--- src/rtl/pool_window_seq.sv ---
// pool_window_seq: multicycle window pooling unit (max or shift-average).
// One flattened window of WIN signed elements is taken per input handshake.
// LANES elements are then folded into an accumulator on each cycle, so
// STEPS = WIN/LANES cycles are needed per window. The result is held until
// downstream takes it.
//
// WIN must be a multiple of LANES.
//
// Ports:
//   clk, rst_n          clock (rising edge), asynchronous active-low reset
//   in_valid/in_ready   input handshake; data_in and mode are captured on accept
//   mode                0 = max, 1 = average (sum >>> AVG_SHIFT, saturated)
//   data_in             element i at [i*DATA_W +: DATA_W], signed
//   out_valid/out_ready output handshake; data_out is valid while out_valid=1
//   data_out            signed pooled result, keeps its last value otherwise
//   busy                high while a window is being folded or held

// Per-lane element picker: selects element step*LANES+LANE_IDX of the
// buffered window and sign-extends it to the accumulator width.
module pool_lane #(
    parameter int DATA_W   = 8,
    parameter int WIN      = 9,
    parameter int LANES    = 3,
    parameter int LANE_IDX = 0,
    parameter int STEP_W   = 2,
    parameter int ACC_W    = 13
) (
    input  logic [WIN-1:0][DATA_W-1:0] win,
    input  logic [STEP_W-1:0]          step,
    output logic signed [ACC_W-1:0]    val
);
    localparam int IDX_W = (WIN > 1) ? $clog2(WIN) : 1;

    logic [IDX_W-1:0]         idx;
    logic signed [DATA_W-1:0] elem;

    assign idx  = IDX_W'(int'(step) * LANES + LANE_IDX);
    assign elem = win[idx];
    assign val  = ACC_W'(elem);
endmodule

module pool_window_seq #(
    parameter int DATA_W    = 8,
    parameter int WIN       = 9,
    parameter int LANES     = 3,
    parameter int AVG_SHIFT = 3
) (
    input  logic                     clk,
    input  logic                     rst_n,
    input  logic                     in_valid,
    output logic                     in_ready,
    input  logic                     mode,
    input  logic [WIN*DATA_W-1:0]    data_in,
    output logic                     out_valid,
    input  logic                     out_ready,
    output logic signed [DATA_W-1:0] data_out,
    output logic                     busy
);
    localparam int STEPS  = WIN / LANES;
    localparam int STEP_W = (STEPS > 1) ? $clog2(STEPS) : 1;
    // Sum of WIN elements of DATA_W bits plus a sign bit of headroom.
    localparam int ACC_W  = DATA_W + $clog2(WIN) + 1;

    localparam logic signed [ACC_W-1:0] SAT_MAX   = ACC_W'((1 << (DATA_W - 1)) - 1);
    localparam logic signed [ACC_W-1:0] SAT_MIN   = ~SAT_MAX;
    localparam logic [STEP_W-1:0]       LAST_STEP = STEP_W'(STEPS - 1);

    typedef enum logic [1:0] {IDLE, ACCUM, DONE} state_t;

    typedef struct packed {
        logic                       avg;
        logic [WIN-1:0][DATA_W-1:0] elems;
    } win_req_t;

    state_t                        state, state_nxt;
    win_req_t                      req_q;
    logic [STEP_W-1:0]             step;
    logic signed [ACC_W-1:0]       acc, fold, shifted;
    logic signed [DATA_W-1:0]      final_val;
    logic [LANES-1:0][ACC_W-1:0]   lane_val;
    logic                          accept, last, xfer;

    assign accept   = in_valid && (state == IDLE);
    assign last     = (step == LAST_STEP);
    assign xfer     = out_valid && out_ready;
    assign in_ready = (state == IDLE);
    assign busy     = (state != IDLE);

    for (genvar g = 0; g < LANES; g++) begin : g_lane
        pool_lane #(
            .DATA_W  (DATA_W),
            .WIN     (WIN),
            .LANES   (LANES),
            .LANE_IDX(g),
            .STEP_W  (STEP_W),
            .ACC_W   (ACC_W)
        ) u_lane (
            .win (req_q.elems),
            .step(step),
            .val (lane_val[g])
        );
    end

    // Fold this step's lanes into the running value. Ties in max mode keep
    // the earlier value, which is numerically identical anyway.
    always_comb begin
        fold = acc;
        for (int l = 0; l < LANES; l++) begin
            if (req_q.avg)
                fold = fold + $signed(lane_val[l]);
            else if ($signed(lane_val[l]) > fold)
                fold = $signed(lane_val[l]);
        end
    end

    // Arithmetic shift floors toward -inf; then clamp to the element range.
    assign shifted = fold >>> AVG_SHIFT;

    always_comb begin
        final_val = fold[DATA_W-1:0];
        if (req_q.avg) begin
            if (shifted > SAT_MAX)
                final_val = SAT_MAX[DATA_W-1:0];
            else if (shifted < SAT_MIN)
                final_val = SAT_MIN[DATA_W-1:0];
            else
                final_val = shifted[DATA_W-1:0];
        end
    end

    always_ff @(posedge clk or negedge rst_n) begin
        if (!rst_n) state <= IDLE;
        else        state <= state_nxt;
    end

    always_comb begin
        state_nxt = state;
        case (state)
            IDLE:    if (in_valid)  state_nxt = ACCUM;
            ACCUM:   if (last)      state_nxt = DONE;
            // out_valid is high for the whole of DONE.
            DONE:    if (out_ready) state_nxt = IDLE;
            default: state_nxt = IDLE;
        endcase
    end

    always_ff @(posedge clk or negedge rst_n) begin
        if (!rst_n) begin
            req_q     <= '0;
            step      <= '0;
            acc       <= '0;
            data_out  <= '0;
            out_valid <= 1'b0;
        end else begin
            if (accept) begin
                req_q <= {mode, data_in};
                step  <= '0;
                acc   <= mode ? '0 : SAT_MIN;
            end
            if (state == ACCUM) begin
                acc <= fold;
                if (last) begin
                    data_out  <= final_val;
                    out_valid <= 1'b1;
                end else begin
                    step <= step + 1'b1;
                end
            end
            if (xfer) out_valid <= 1'b0;
        end
    end
endmodule

--- config.mk ---
export PLATFORM = sky130hd
export DESIGN_NAME = pool_window_seq
export DESIGN_NICKNAME = d
export VERILOG_FILES = /design/src/rtl/pool_window_seq.sv
export SDC_FILE = /design/constraint.sdc
export NUM_CORES = 1
export LEC_CHECK = 0
export CAP_MARGIN = 20
export CORE_MARGIN = 5
export CORE_UTILIZATION = 54
export CTS_CLUSTER_DIAMETER = 50
export CTS_CLUSTER_SIZE = 16
export DETAILED_ROUTE_END_ITERATION = 10
export HOLD_SLACK_MARGIN = 0.06
export PLACE_DENSITY = 0.79
export SLEW_MARGIN = 20
export SYNTH_ARGS = -nofsm -noshare
export SYNTH_HDL_FRONTEND = slang
export SYNTH_SLANG_ARGS = --single-unit
--- constraint.sdc ---
create_clock -name clk -period 18.8 [get_ports clk]
set_input_delay 5.64 -clock clk [delete_from_list [all_inputs] [get_ports clk]]
set_output_delay 5.64 -clock clk [all_outputs]
set_load 0.03 [all_outputs]
==> results <==
- The run finished with clean final reports.
- The maximum fanout count along the critical path is 56.
- The number of hold buffers added after cts is 0.
- The clock-pin slew on the worst setup and hold paths is 0.08 ns.
- Buffers placed on the I/O ports in this run total 87.
- The required time reported for the critical path endpoint is between 15 and 20 ns.
- Dividing the detail-routed via count by the number of cells gives about 6.0.
- The synthesized design contains 99 register bits.
- The antenna diode count is 0.
- The distinct cell type count of the synthesized netlist is 74.
- In this run the worst hold path is classified as flip-flop to flip-flop.
- The number of levels in the clock H-tree is 3.
- The number of global-route vias before repair is a little under 8k.
- The family with the most delay on the worst path is compound AO/OA/AOI/OAI gates.
- Summed over all failing endpoints, the final setup total negative slack is 0 ns.
- For this run, the post-layout net count is about 1.3k.
- The post-cts gate resize count is 0.
- The routed layout has ~8k vias.
- Dividing the final minimum period by the clock period gives 60.8%.
- Averaged over all synthesized cells, the footprint is 8.44 µm².
- For this block, the initial DRC count from the detailed router was roughly 650.
- The total congestion overflow after global routing is 0.
- Of the synthesized area, sequential elements account for ~28%.
- The first global-routing pass estimated 40.0 mm of wire.
- The max-slew violation total from the final report is 0.
- The category of the worst setup path launch point is a flip-flop.
- The clock net in this run drives a total of 99 sinks.
- The iteration count of the initial detailed-routing pass is 6.
- For this configuration, the core starts out at a cell density of approximately 54%.
- The maximum buffer depth of the clock tree is 2.
- The detail route stage leaves a number of antenna-violating nets equal to 0.
- The cell area after synthesis is slightly below 0.009 mm².
- For this run, the slowest stage of the critical path takes ~1.1 ns.
- The TritonCTS buffer count is 9.
- The main flop type after synthesis is sky130_fd_sc_hd__dfrtp_1.
- The weighted congestion reported at the end of routability-driven placement is around 1.
- The initial antenna violation count is 0.
- The ratio of cells with drive above 1 in the final layout is between 8 and 9%.
- The final wirelength is 24.6 mm.
- The top-level I/O count is just under 90.
- The area of the core is between 0.015 and 0.02 mm².
- Setup repair after global routing left no endpoint under its margin.
- The overall track demand over capacity in global routing is between 20% and 30%.
- The clock arrives with ~0.011 ns of skew.
- The synthesized design contains 0 enable-type register cells.
- The share of synthesized flip-flops with an asynchronous set or reset is between 90% and 100%.
- The max-capacitance violation count is 0.
- The arrival time at the worst endpoint is 11.68 ns.
- The floorplan has 47 rows.
- After detailed routing, the number of remaining DRC violations is 0.
- The number of nets handed over by synthesis was around 1.2k.
- The clock tree from TritonCTS is built.
- The worst setup path is captured at a flip-flop.
- Together, buffers and inverters on the worst path number 3.
- The final setup violation count is 0.
- The tree is rooted in a sky130_fd_sc_hd__clkbuf_16.
- The worst pin sits at a relative slew slack of a little over a quarter.
- For the pin with the worst max-slew slack, the measured transition is around 1.1 ns.
- The clock latency on the worst-skew pair is between 0.3 and 0.4 ns.
- The standard cell with the maximum stage delay on the critical path is sky130_fd_sc_hd__ha_2.
- The die covers ~0.019 mm².
- During synthesis, Yosys emitted a total of 0 warnings.
- Detailed placement finished with a half-perimeter wire length of about 19 mm.
- The area growth from synthesis to layout is 13.6%.
- The count of final hold-check violations was 0.
- The worst setup path is of the flip-flop to flip-flop kind.
- Synthesis produced 1,057 cells.
- Derived from the worst setup path, the maximum achievable clock frequency is 87.5 MHz.
- The die boundary height is 139 µm.
- The maximum number of pins on one net before global-route repair is 80.
- The wire length per cell after detailed routing is 18.5 µm.
- Post-CTS timing repair inserted 0 buffers for setup.
- The final critical-path required period is roughly 11 ns.
- In this run the horizontal extent of the chip is between 100 and 150 µm.
==> stage by stage <==
stage | util, % | setup WS [ns] | hold slack, ns | instance area (µm²) | cells
after floorplan | - | 9.89 | 0.457 | 8920 | 1057
after global placement | 60.1 | 7.99 | 0.461 | 9850 | 1317
after detailed placement | 60.1 | 7.56 | 0.474 | 9850 | 1317
after CTS | 61.8 | 7.43 | 0.484 | 10100 | 1332
after global routing | 61.8 | 6.53 | 0.516 | 10100 | 1332
final | 61.8 | 7.38 | 0.478 | 10100 | 1332
==> final timing paths <==
check	from	endpoint	slack (ns)	cells after the start
worst max-delay path	step[0]$_DFF_PN0_	data_out[1]$_DFFE_PN0P_	7.38	31
worst max register to register	step[0]$_DFF_PN0_	data_out[1]$_DFFE_PN0P_	7.38	31
worst min-delay path	out_valid$_DFFE_PN0P_	out_valid$_DFFE_PN0P_	0.48	1
min in group asynchronous	rst_n	req_q[5]$_DFFE_PN0P_	5.27	1
worst min register to register	out_valid$_DFFE_PN0P_	out_valid$_DFFE_PN0P_	0.48	1
max in group asynchronous	rst_n	step[0]$_DFF_PN0_	12.37	2
==> cell families (layout without fill, tap and decap cells) <==
group                    count (synthesis)  count (layout)  share of synthesized area (%)
AO/OA/AOI/OAI                          208             208                           16.2
XOR/XNOR                                29              29                           2.85
AND/OR/NAND/NOR                        441             441                           22.1
flip-flops                              99              99                           27.8
multiplexers                            73              73                           13.2
buffers and inverters                  124             179                           6.03
adder cells (fa/ha/maj)                 83              83                           11.9
==> synthesized netlist by cell type (18+ instances only) <==
cell	count	area, µm²
sky130_fd_sc_hd__xnor2_1	18	158
sky130_fd_sc_hd__nand2_1	264	991
sky130_fd_sc_hd__mux2i_1	27	270
sky130_fd_sc_hd__inv_1	68	255
sky130_fd_sc_hd__dfrtp_1	99	2480
sky130_fd_sc_hd__nand3_1	19	95.1
sky130_fd_sc_hd__clkbuf_1	36	135
sky130_fd_sc_hd__mux4_2	34	766
sky130_fd_sc_hd__nor2_1	55	206
sky130_fd_sc_hd__o21ai_0	39	195
sky130_fd_sc_hd__ha_1	80	1000
sky130_fd_sc_hd__nor2b_1	22	138
sky130_fd_sc_hd__a21oi_1	47	235
sky130_fd_sc_hd__nor3_1	24	120
==> sequential cells by signal, indices dropped and copies added, names as in the netlist <==
register	cells
req_q	73
acc	13
state	2
out_valid	1
data_out	8
step	2
==> final cells by class <==
type	instances	area, µm²
flip-flops and latches	99	2480
inverters	69	259
fillers	1414	6270
clock inverters	6	58.8
well taps	220	275
clock buffers	9	225
multi-input cells	834	5910
repair buffers	95	928
==> per-layer routing <==
metal	up-vias	global-route usage [%]	part of all wire [%]
met5	-	0	0
met1	3774	31.8	40
met4	0	9.36	3.7
met3	69	2.93	5.7
li1	3796	-	-
met2	335	45.2	50
==> layout by cell type, fill, tap and decap left out, types with 6 or more instances in the layout <==
cell,n
sky130_fd_sc_hd__o21bai_1,8
sky130_fd_sc_hd__o211ai_1,7
sky130_fd_sc_hd__nand2_1,263
sky130_fd_sc_hd__clkdlybuf4s50_1,86
sky130_fd_sc_hd__buf_4,9
sky130_fd_sc_hd__dfrtp_1,97
sky130_fd_sc_hd__nand3_1,19
sky130_fd_sc_hd__nor2b_1,22
sky130_fd_sc_hd__inv_1,68
sky130_fd_sc_hd__o31ai_1,6
sky130_fd_sc_hd__mux2i_1,27
sky130_fd_sc_hd__a21oi_1,47
sky130_fd_sc_hd__a31oi_1,7
sky130_fd_sc_hd__nor2_1,55
sky130_fd_sc_hd__mux2_2,11
sky130_fd_sc_hd__xor2_1,11
sky130_fd_sc_hd__o21ai_1,11
sky130_fd_sc_hd__a21o_1,9
sky130_fd_sc_hd__nand2b_1,14
sky130_fd_sc_hd__mux4_2,34
sky130_fd_sc_hd__xnor2_1,18
sky130_fd_sc_hd__o21a_1,8
sky130_fd_sc_hd__ha_1,79
sky130_fd_sc_hd__a211oi_1,14
sky130_fd_sc_hd__clkbuf_16,9
sky130_fd_sc_hd__o21ai_0,39
sky130_fd_sc_hd__nor3_1,24
sky130_fd_sc_hd__and3_1,8
Power is not shown: default switching activity piles up to over one toggle a cycle in this logic, so the estimate is an artifact.
